$ cat config.mk
export PLATFORM = sky130hd
export DESIGN_NAME = add_pipe
export DESIGN_NICKNAME = d
export VERILOG_FILES = /design/src/rtl/add_pipe.sv
export SDC_FILE = /design/constraint.sdc
export NUM_CORES = 1
export LEC_CHECK = 0
export BUFFER_PORTS_ARGS = -buffer_cell sky130_fd_sc_hd__buf_2
export CAP_MARGIN = 15
export CORE_ASPECT_RATIO = 0.6
export CORE_MARGIN = 1.5
export CORE_UTILIZATION = 39
export CTS_BUF_LIST = sky130_fd_sc_hd__clkbuf_8
export DETAILED_ROUTE_END_ITERATION = 16
export PLACE_DENSITY = 0.63
export SYNTH_ARGS = -nofsm -noshare
export SYNTH_HDL_FRONTEND = slang
export SYNTH_SLANG_ARGS = --single-unit
$ cat constraint.sdc
create_clock -name clk -period 3.2 [get_ports clk]
set_input_delay 0.48 -clock clk [delete_from_list [all_inputs] [get_ports clk]]
set_output_delay 0.48 -clock clk [all_outputs]
set_load 0.1 [all_outputs]
$ cat src/rtl/add_pipe.sv
// add_pipe: carry-pipelined adder/subtractor with a valid/ready handshake.
//
// The WIDTH-bit operation is cut into N = WIDTH/GROUP slices. Stage k adds
// slice k of A and the effective B together with the carry registered by
// stage k-1. Operand slices that have not been consumed yet travel alongside
// in a shrinking skew register. Finished sum slices accumulate in a growing
// deskew register. As a result, all WIDTH result bits of one operation reach
// the last stage in the same cycle.
//
// A single global advance signal moves every stage at once. When the output
// is stalled, the whole pipe freezes. Empty slots travel as valid=0 entries
// and are never squeezed out, so the latency is always N cycles when the
// output is never stalled.
module add_pipe #(
    parameter int WIDTH = 32,
    parameter int GROUP = 8
) (
    input  logic             clk,
    input  logic             rst,
    input  logic             in_valid,
    output logic             in_ready,
    input  logic [WIDTH-1:0] a,
    input  logic [WIDTH-1:0] b,
    input  logic             c_1,
    input  logic             sub,
    output logic             out_valid,
    input  logic             out_ready,
    output logic [WIDTH-1:0] s,
    output logic             cout,
    output logic             ovf,
    output logic             zero
);

    localparam int N = WIDTH / GROUP;

    logic             adv;
    logic [WIDTH-1:0] bEff;
    logic             cinEff;

    // Subtraction is a + ~b + 1. The inversion and the forced carry-in are
    // applied before the first register, so they are captured together with
    // the operands at acceptance.
    assign bEff   = sub ? ~b : b;
    assign cinEff = sub ? 1'b1 : c_1;

    for (genvar k = 0; k < N; k++) begin : gStage

        // InW:  operand bits still unconsumed when they enter stage k.
        // SumW: result bits known after stage k has added its slice.
        localparam int InW  = WIDTH - k * GROUP;
        localparam int SumW = (k + 1) * GROUP;

        logic             validIn;
        logic             carryIn;
        logic [InW-1:0]   opAIn;
        logic [InW-1:0]   opBIn;
        logic [GROUP:0]   grpSum;
        logic [SumW-1:0]  sum_d;

        logic             valid_q;
        logic             carry_q;
        logic [SumW-1:0]  sum_q;

        if (k == 0) begin : gHead
            // The first stage reads the live operand bus directly.
            assign validIn = in_valid;
            assign carryIn = cinEff;
            assign opAIn   = a;
            assign opBIn   = bEff;
            assign sum_d   = grpSum[GROUP-1:0];
        end else begin : gBody
            // Later stages read the registers of the previous stage.
            // The new slice is placed above the sum bits already finished.
            assign validIn = gStage[k-1].valid_q;
            assign carryIn = gStage[k-1].carry_q;
            assign opAIn   = gStage[k-1].gSkew.opA_q;
            assign opBIn   = gStage[k-1].gSkew.opB_q;
            assign sum_d   = {grpSum[GROUP-1:0], gStage[k-1].sum_q};
        end

        // Add the lowest unconsumed slice. The extra top bit is the carry
        // handed to the next stage.
        assign grpSum = {1'b0, opAIn[GROUP-1:0]}
                      + {1'b0, opBIn[GROUP-1:0]}
                      + {{GROUP{1'b0}}, carryIn};

        // Stage valid, carry and deskewed sum move only when the pipe advances.
        // Reset empties the stage, which discards any operation in flight.
        always_ff @(posedge clk) begin
            if (rst) begin
                valid_q <= 1'b0;
                carry_q <= 1'b0;
                sum_q   <= '0;
            end else if (adv) begin
                valid_q <= validIn;
                carry_q <= grpSum[GROUP];
                sum_q   <= sum_d;
            end
        end

        if (k < N - 1) begin : gSkew
            localparam int OutW = InW - GROUP;

            logic [OutW-1:0] opA_q;
            logic [OutW-1:0] opB_q;

            // Forward the still-unused upper operand slices to the next stage.
            always_ff @(posedge clk) begin
                if (rst) begin
                    opA_q <= '0;
                    opB_q <= '0;
                end else if (adv) begin
                    opA_q <= opAIn[InW-1:GROUP];
                    opB_q <= opBIn[InW-1:GROUP];
                end
            end
        end else begin : gTail
            logic ovf_q;

            // The top slice carries the sign bits of A and the effective B, so
            // signed overflow is resolved here, in the same cycle as the sum MSB.
            always_ff @(posedge clk) begin
                if (rst) begin
                    ovf_q <= 1'b0;
                end else if (adv) begin
                    ovf_q <= (opAIn[GROUP-1] == opBIn[GROUP-1])
                           & (grpSum[GROUP-1] != opAIn[GROUP-1]);
                end
            end
        end
    end

    // The last stage holds the complete, aligned result.
    assign out_valid = gStage[N-1].valid_q;
    assign s         = gStage[N-1].sum_q;
    assign cout      = gStage[N-1].carry_q;
    assign ovf       = gStage[N-1].gTail.ovf_q;

    // zero is taken from the delivered s itself, so it can never disagree with
    // s. It is gated by out_valid, so it reads 0 while the output is empty.
    assign zero = out_valid & ~|s;

    // The pipe moves whenever the output slot is empty or is being consumed.
    assign adv      = ~out_valid | out_ready;
    assign in_ready = adv;

endmodule

* Yosys cells after proc, flatten, opt, wreduce, memory -nomap -nowiden *
Index checks and enable logic that the tools add are counted.

operators by class
  add/subtract/negate cells = 8
  multipliers = 0
  div/mod/pow operators = 0
  $lt $le $gt $ge = 0
  equality and inequality tests = 2
  shift operators = 0
  muxes and demuxes = 2
  bitwise operators = 5
  reductions and logical operators = 2

operator list
  kind               count
  $add A8 B8 Y9      4
  $add A9 B1 Y9      4
  $mux W32           1
  $not A32 Y32       1
  $reduce_or A32 Y1  1
  $and A1 B1 Y1      2
  $eq A1 B1 Y1       1
  $logic_not A1 Y1   1
  $mux W1            1
  $ne A1 B1 Y1       1
  $not A1 Y1         1
  $or A1 B1 Y1       1

word-level totals
  register bits = 185
  bits in latches = 0
  RAM bits = 0
  memory bits (read-only) = 0
  bits of input ports = 70
  output and inout port bits = 37
  memories kept = 0

* Longest topological paths before layout *
Gate-level depths: netlist (run 1).

  word-level depth = 4
  gate-level depth with buffers = 10
  gate-level depth less buffers = 8

* Worst setup path before layout (run 1) *
OpenSTA, ideal clock, no wires.

  path kind = register to output
  start = reg gStage[3].valid_q (netlist: out_valid)
  end = out zero
  arrival time = 3,439 ps
  required time = 2,720 ps
  path slack = -719 ps
  cell stages (with the launch flop) = 4
  cell sequence = dfxtp_1 > nor4b_1 > nand4_1 > nor3_1

on the way
  word-level cells in the longest chain between the ends = 1

ends and longest elaborated chain
  what                    RTL line  source
  from (decl)             60        logic valid_q;
  from (signal assigned)  95        valid_q <= validIn;
  $and A1 B1 Y1           141       assign zero = out_valid & ~|s;
  to (decl)               31        output logic zero

No other way between the ends.

* Final worst setup path (run 1) *
Same ends and word-level chain as after synthesis.

==> results of run 1 <==
## sequential cells by signal, indices dropped and copies added, names as in the netlist
name and cells:
cout 1, gStage.carry_q 3, gStage.gSkew.opA_q 48, gStage.gSkew.opB_q 48, gStage.sum_q 48, gStage.valid_q 3
out_valid 1, ovf 1, s 32
## cells in the final DEF (no fill, tap or decap), types with 17 or more instances in the layout
cell and count:
buf_2 105, xnor2_1 28, ha_1 28, nor2_1 32
a21oi_1 155, nand3_1 36, o21ai_0 28, nand2_1 275
dfxtp_1 185, a211oi_1 35, clkbuf_8 17
## Yosys cell counts, types with 4 or more instances
cell,count,share of area [%]
nor4_1,10,0.78
fa_1,8,2.0
ha_1,28,4.3
a211oi_1,35,3.3
dfxtp_1,185,46
a21o_1,7,0.65
buf_2,35,2.2
a21oi_1,155,9.6
xnor2_1,28,3.0
xor2_1,12,1.3
and3_1,6,0.47
o2111ai_1,4,0.43
clkbuf_1,21,0.98
o21a_1,5,0.47
nor2_1,32,1.5
a31oi_1,4,0.31
buf_4,12,1.1
o21ai_0,28,1.7
a2111oi_0,4,0.43
inv_1,8,0.37
nor3_1,7,0.43
nand3_1,36,2.2
nand2_1,275,13
or3_1,10,0.78
## through the flow
stage / util (%) / worst slack, ns / cell area [um2] / hold WS [ns] / power (mW)
after floorplan: - / 0.105 / 8080 / 0.432 / 3.08
final: 45.1 / 0.427 / 9100 / 0.240 / 4.81
after CTS: 45.1 / 0.425 / 9100 / 0.212 / 4.87
after global routing: 45.1 / 0.288 / 9100 / 0.212 / 5.06
after detailed placement: 43.1 / 0.625 / 8700 / 0.445 / 3.26
after global placement: 43.1 / 0.653 / 8700 / 0.440 / 3.25
## worst reg2reg max path: cells and delay by family (launching register included)
kind | cells | cell delay, ns
adder cells (fa/ha/maj) | 2 | 0.89
AO/OA/AOI/OAI | 3 | 0.80
flip-flops | 1 | 0.38
AND/OR/NAND/NOR | 1 | 0.20
## routing by layer
layer	vias to the layer above	wire [um]	global-route usage (%)	share of wire, %
met1	3113	10000	26.7	53
met4	2	164	4.92	0.87
met3	16	827	4.47	4.4
li1	3505	-	-	-
met5	-	12	0	0.063
met2	127	7860	26.2	42
## logic make-up (layout without fill, tap and decap cells)
| group | Yosys count | count (layout) | share of synthesized area [%] |
|---|---|---|---|
| xor+xnor | 40 | 40 | 4.34 |
| simple gates | 398 | 398 | 21.1 |
| buf+inv | 78 | 157 | 4.82 |
| fa+ha+maj | 36 | 36 | 6.32 |
| compound gates | 248 | 248 | 17.5 |
| flops | 185 | 185 | 45.9 |
## final cells by class
cell class | count | area share, %
clock inverters | 15 | 1.81
repair buffers | 116 | 6.96
inverters | 9 | 0.426
multi-input cells | 722 | 43.8
flip-flops and latches | 185 | 40.7
clock buffers | 17 | 2.57
well taps | 273 | 3.75
## power groups by stage
stage          clock (mW)  sequential, mW  combinational, mW
5_1_grt              1.76            2.56              0.741
3_3_place_gp            0            2.59              0.660
2_1_floorplan           0            2.69              0.389
6_report             1.60            2.54              0.665
4_1_cts              1.66            2.54              0.670
3_5_place_dp            0            2.60              0.665
## worst min-delay path by stage
stage	startpoint	to	cells after the start
after floorplan	gStage[0].gSkew.opA_q[10]	gStage[0].gSkew.opA_q[10]	2
after global placement	gStage[1].sum_q[6]	gStage[1].sum_q[6]	2
after detailed placement	gStage[1].gSkew.opA_q[11]	gStage[1].gSkew.opA_q[11]	2
after CTS	a[10]	gStage[0].gSkew.opA_q[2]	3
after global routing	a[18]	gStage[0].gSkew.opA_q[10]	3
final	a[13]	gStage[0].gSkew.opA_q[5]	3
==> out/results.txt, run 1 <==
Io pins = 107
Final Skew = 0.0141 ns
WP data arrival = 2.29 ns
Max-cap violations = 0
Final Cycle Share = 86.7%
Relative slew slack = 28.6%
Gate Count Post-Synth = 985
CP endpoint = zero
DIE AREA = 21600 um2
Final wirelength = 18.9 mm
Fin crit period = 2.77 ns
DR iter-0 viols = 395
Worst-case clock buffer depth = 2
Initial antenna violation count = 1
Critical R2R Launch = gStage[0].carry_q
Synth Cell Area = 8070 um2
PwrDens = 528 nW/um2
HPWL after detailed placement = 12.6 mm
Largest net degree at the start of global routing = 109
Synth unique cells = 41
Sw Ratio = 29.3%
Crit path from = out_valid
Seq cells post-synth = 185
TNS Setup = 0 ns
Final GP Congestion = 0.833
YS warnings = 0
CTS Hold Buffers Added = 0
CTS tree = done
Placed insts = 1305
Area of the multi-input gates = 3980 um2
Net Switching = 1.41 mW
Clock sink count = 185
Initial Util = 40.0%
Crit Path Max Fanout = 3
Post-CTS Resized = 0
Final #Nets = 1157
Share of layout cells above drive strength 1 = 14.4%
Seq/Total Area, Yosys = 45.9%
CP startpoint kind = flip-flop
Worst path slowest cell = nor4b_1
Root buffer cell = clkbuf_8
Area grow syn2layout = 12.7%
R2r setup slk = 0.83 ns
Final Max Tran Viols = 0
Outcome = complete, no violations
Fin. Hold Viols = 0
H-tree Lvls = 4
FF-to-FF End = gStage[1].carry_q
Grt ovf = 0
Final setup fails = 0
Post-synth EDFFs = 0
Actual slew at the worst max-slew pin = 1.07 ns
Worst-skew pair later-pin latency = 0.47 ns
CP endpoint kind = primary output
Vias in the first global route = 6183
P_leak = 3.75 nW
Die height = 114 um
Internal Power = 3.40 mW
Share of flip-flops with an asynchronous set or reset = 0%
Part of the power in registers = 52.9%
Worst hold path type = in2reg
Vias per std cell = 5.06
Worst Path Buf+Inv = 1
First-pass GRT wire length = 31.3 mm
Fillcell total = 2090
ANT cells = 0
Clk slew on worst S/H paths = 0.10 ns
CP top delay family = simple AND/OR/NAND/NOR gates
TritonRoute pass-1 iters = 5
Critical Path Stages = 4
FF-to-FF path depth = 6
Routed length per instance = 14.1 um
Number of nets with antenna violations after routing = 0
Maximum vdd drop = 0.000274 V
Share of power burned in combinational logic = 13.8%
Chip width = 189 um
Req. time, crit path = 2.72 ns
TritonCTS buffer count = 17
Clk pwr share = 33.3%
Via count = 6763
DRC errors left = 0
Final Non-Filler Cells = 1337
Synth Flop Type = dfxtp_1
Setup CP Type = reg2out
Core Area = 20200 um2
Reg area = 3700 um2
IO Port Bufs = 106
RSZ-0062 raised after global routing = no
Critical Path, Cell by Cell = nor4b_1, nand4_1, nor3_2, buf_2
Fmax = 361 MHz
# rows = 40
Synth Net Count = 1091
Syn_area_per_cell = 8.19 um2
Tot GR Track Use = 18.1%
Post CTS Setup Buffer Count = 0
CP peak stage delay = 0.46 ns
No activity file was read; power rests on OpenSTA's default activity.
==> run 2: changes to the inputs <==
==> constraint.sdc (replaced) <==
create_clock -name clk -period 3.2 [get_ports clk]
set_input_delay 0.32 -clock clk [delete_from_list [all_inputs] [get_ports clk]]
set_output_delay 0.32 -clock clk [all_outputs]
set_load 0.1 [all_outputs]
==> run 2 against run 1 <==
Non-clock buffer count decreased by 1. Design area is the same. Fmax increased by 7.9%. Clock skew grew 0.0017 ns. Largest cell class unchanged. Largest power group unchanged.
==> out/results.txt, run 2 (synthesis results as in run 1) <==
Tot GR Track Use = 18.3% (was 18.1%)
Fin util = 45.1% (unchanged)
Initial antenna violation count = 1 (unchanged)
WL met1 = 10.4 mm (was 10.0 mm)
Req. time, crit path = 2.88 ns (was 2.72 ns)
Die height = 114 um (unchanged)
Critical Path, Cell by Cell = nor4_1, nand4_1, nor3_2, buf_2 (was nor4b_1, nand4_1, nor3_2, buf_2)
Area post-placement = 8730 um2 (was 8700 um2)
Fillcell total = 2059 (was 2090)
DRC errors left = 0 (unchanged)
TritonCTS buffer count = 17 (unchanged)
Final Max Tran Viols = 0 (unchanged)
Chip width = 189 um (unchanged)
Place WS = 0.779 ns (was 0.625 ns)
Met3 WL = 783 um (was 827 um)
Fin. Hold Viols = 0 (unchanged)
CP endpoint kind = primary output (unchanged)
TritonRoute pass-1 iters = 5 (unchanged)
Initial Util = 40.0% (unchanged)
CTS Hold Buffers Added = 0 (unchanged)
Most frequent cells in the layout = nand2_1, dfxtp_1, a21oi_1, buf_2, nand3_1 (unchanged)
Grt ovf = 0 (unchanged)
Vias per std cell = 5.07 (was 5.06)
Wire length on met2 = 7.66 mm (was 7.86 mm)
Worst hold path type = in2reg (unchanged)
Area grow syn2layout = 12.7% (unchanged)
WP data arrival = 2.25 ns (was 2.29 ns)
CP peak stage delay = 0.48 ns (was 0.46 ns)
Worst path slowest cell = nor4_1 (was nor4b_1)
Worst-case clock buffer depth = 2 (unchanged)
Largest net degree at the start of global routing = 172 (was 109)
Fin crit period = 2.57 ns (was 2.77 ns)
Clk pwr share = 31.9% (was 33.3%)
PwrDens = 518 nW/um2 (was 528 nW/um2)
Fmax = 389 MHz (was 361 MHz)
Share of power burned in combinational logic = 14.2% (was 13.8%)
H-tree Lvls = 4 (unchanged)
Final Cycle Share = 80.3% (was 86.7%)
Final wirelength = 19.0 mm (was 18.9 mm)
Outcome = complete, no violations (unchanged)
Post CTS Setup Buffer Count = 0 (unchanged)
Setup CP Type = reg2out (unchanged)
CTS tree = done (unchanged)
Relative slew slack = 45.9% (was 28.6%)
DIE AREA = 21600 um2 (unchanged)
Vias in the first global route = 6161 (was 6183)
Crit Path Max Fanout = 3 (unchanged)
Share of layout cells above drive strength 1 = 14.1% (was 14.4%)
Final #Nets = 1156 (was 1157)
Routed length per instance = 14.2 um (was 14.1 um)
Clk slew on worst S/H paths = 0.10 ns (about the same)
Max-cap violations = 0 (unchanged)
DR iter-0 viols = 432 (was 395)
Maximum vdd drop = 0.000237 V (was 0.000274 V)
Root buffer cell = clkbuf_8 (unchanged)
Final Skew = 0.0158 ns (was 0.0141 ns)
Commonest non-fill, non-tap cell in the layout = nand2_1 (unchanged)
First-pass GRT wire length = 31.9 mm (was 31.3 mm)
DR top layer = met5 (unchanged)
Number of nets with antenna violations after routing = 0 (unchanged)
P_leak = 3.74 nW (was 3.75 nW)
Final instance area = 9100 um2 (unchanged)
Clock sink count = 185 (unchanged)
Final setup fails = 0 (unchanged)
Net Switching = 1.38 mW (was 1.41 mW)
TNS Setup = 0 ns (unchanged)
RSZ-0062 raised after global routing = no (unchanged)
Worst-skew pair later-pin latency = 0.46 ns (was 0.47 ns)
Actual slew at the worst max-slew pin = 0.811 ns (was 1.07 ns)
Sw Ratio = 29.3% (about the same)
Core Area = 20200 um2 (unchanged)
CP startpoint kind = flip-flop (unchanged)
HPWL after detailed placement = 12.7 mm (was 12.6 mm)
Io pins = 107 (unchanged)
Hold Slack = 0.0945 ns (was 0.240 ns)
Part of the power in registers = 53.9% (was 52.9%)
Largest regs = gStage.gSkew.opA_q: 48 flops, gStage.gSkew.opB_q: 48 flops, gStage.sum_q: 48 flops (unchanged)
IO Port Bufs = 106 (unchanged)
Final GP Congestion = 0.831 (was 0.833)
ANT cells = 0 (unchanged)
Via count = 6772 (was 6763)
Final worst setup slack = 0.629 ns (was 0.427 ns)
Post-CTS Resized = 0 (unchanged)
# rows = 40 (unchanged)
Internal Power = 3.34 mW (was 3.40 mW)
-- run 2: cell types whose count changed in the layout (fill, tap and decap cells not counted), sizes merged --
cell	previous run	this run
bufinv	2	1
clkinv	5	3
clkinvlp	2	3
clkbuf	17	18
buf	116	115
-- run 2: metrics by stage --
stage / instances / power [mW]
after global placement: 1304 / 3.26
after CTS: 1335 / 4.76
after detailed placement: 1304 / 3.27
final: 1335 / 4.72
after floorplan: 985 / 3.08
after global routing: 1335 / 4.96
-- run 2: power groups by stage --
stage	combinational, mW	sequential [mW]	clock, mW
3_3_place_gp	0.665	2.59	0
3_5_place_dp	0.670	2.60	0
2_1_floorplan	0.389	2.69	0
6_report	0.671	2.54	1.50
5_1_grt	0.746	2.56	1.65
4_1_cts	0.675	2.54	1.55
-- run 2: metal layers --
layer,global-route usage (%),vias up
met4,4.92,2
met1,28.3,3142
met5,0,-
met3,3.74,7
li1,-,3504
met2,25.4,117
-- run 2: final timing paths --
kind | cells after the start | startpoint | endpoint | slack [ns]
worst max-delay path | 4 | s[4] | zero | 0.63
worst min-delay path | 3 | a[30] | gStage[0].gSkew.opA_q[22] | 0.09
worst max register to register | 6 | gStage[2].carry_q | cout | 0.96
worst min register to register | 2 | gStage[1].gSkew.opB_q[9] | gStage[2].gSkew.opB_q[1] | 0.45
-- run 2: worst max-delay path, delay by kind of cell (launching register included) --
| family | cells | cell delay (ns) |
|---|---|---|
| and+or+nand+nor | 3 | 1.02 |
| buffers and inverters | 1 | 0.44 |
| DFF | 1 | 0.34 |
-- run 2: cell type report --
| cell class | count | area, um2 | area share, % |
|---|---|---|---|
| Inverter | 9 | 38.8 | 0.426 |
| Sequential cell | 185 | 3700 | 40.7 |
| Multi-Input combinational cell | 722 | 3980 | 43.8 |
| Tap cell | 273 | 342 | 3.75 |
| Clock buffer | 18 | 248 | 2.72 |
| Timing Repair Buffer | 115 | 663 | 7.29 |
| Clock inverter | 13 | 121 | 1.33 |
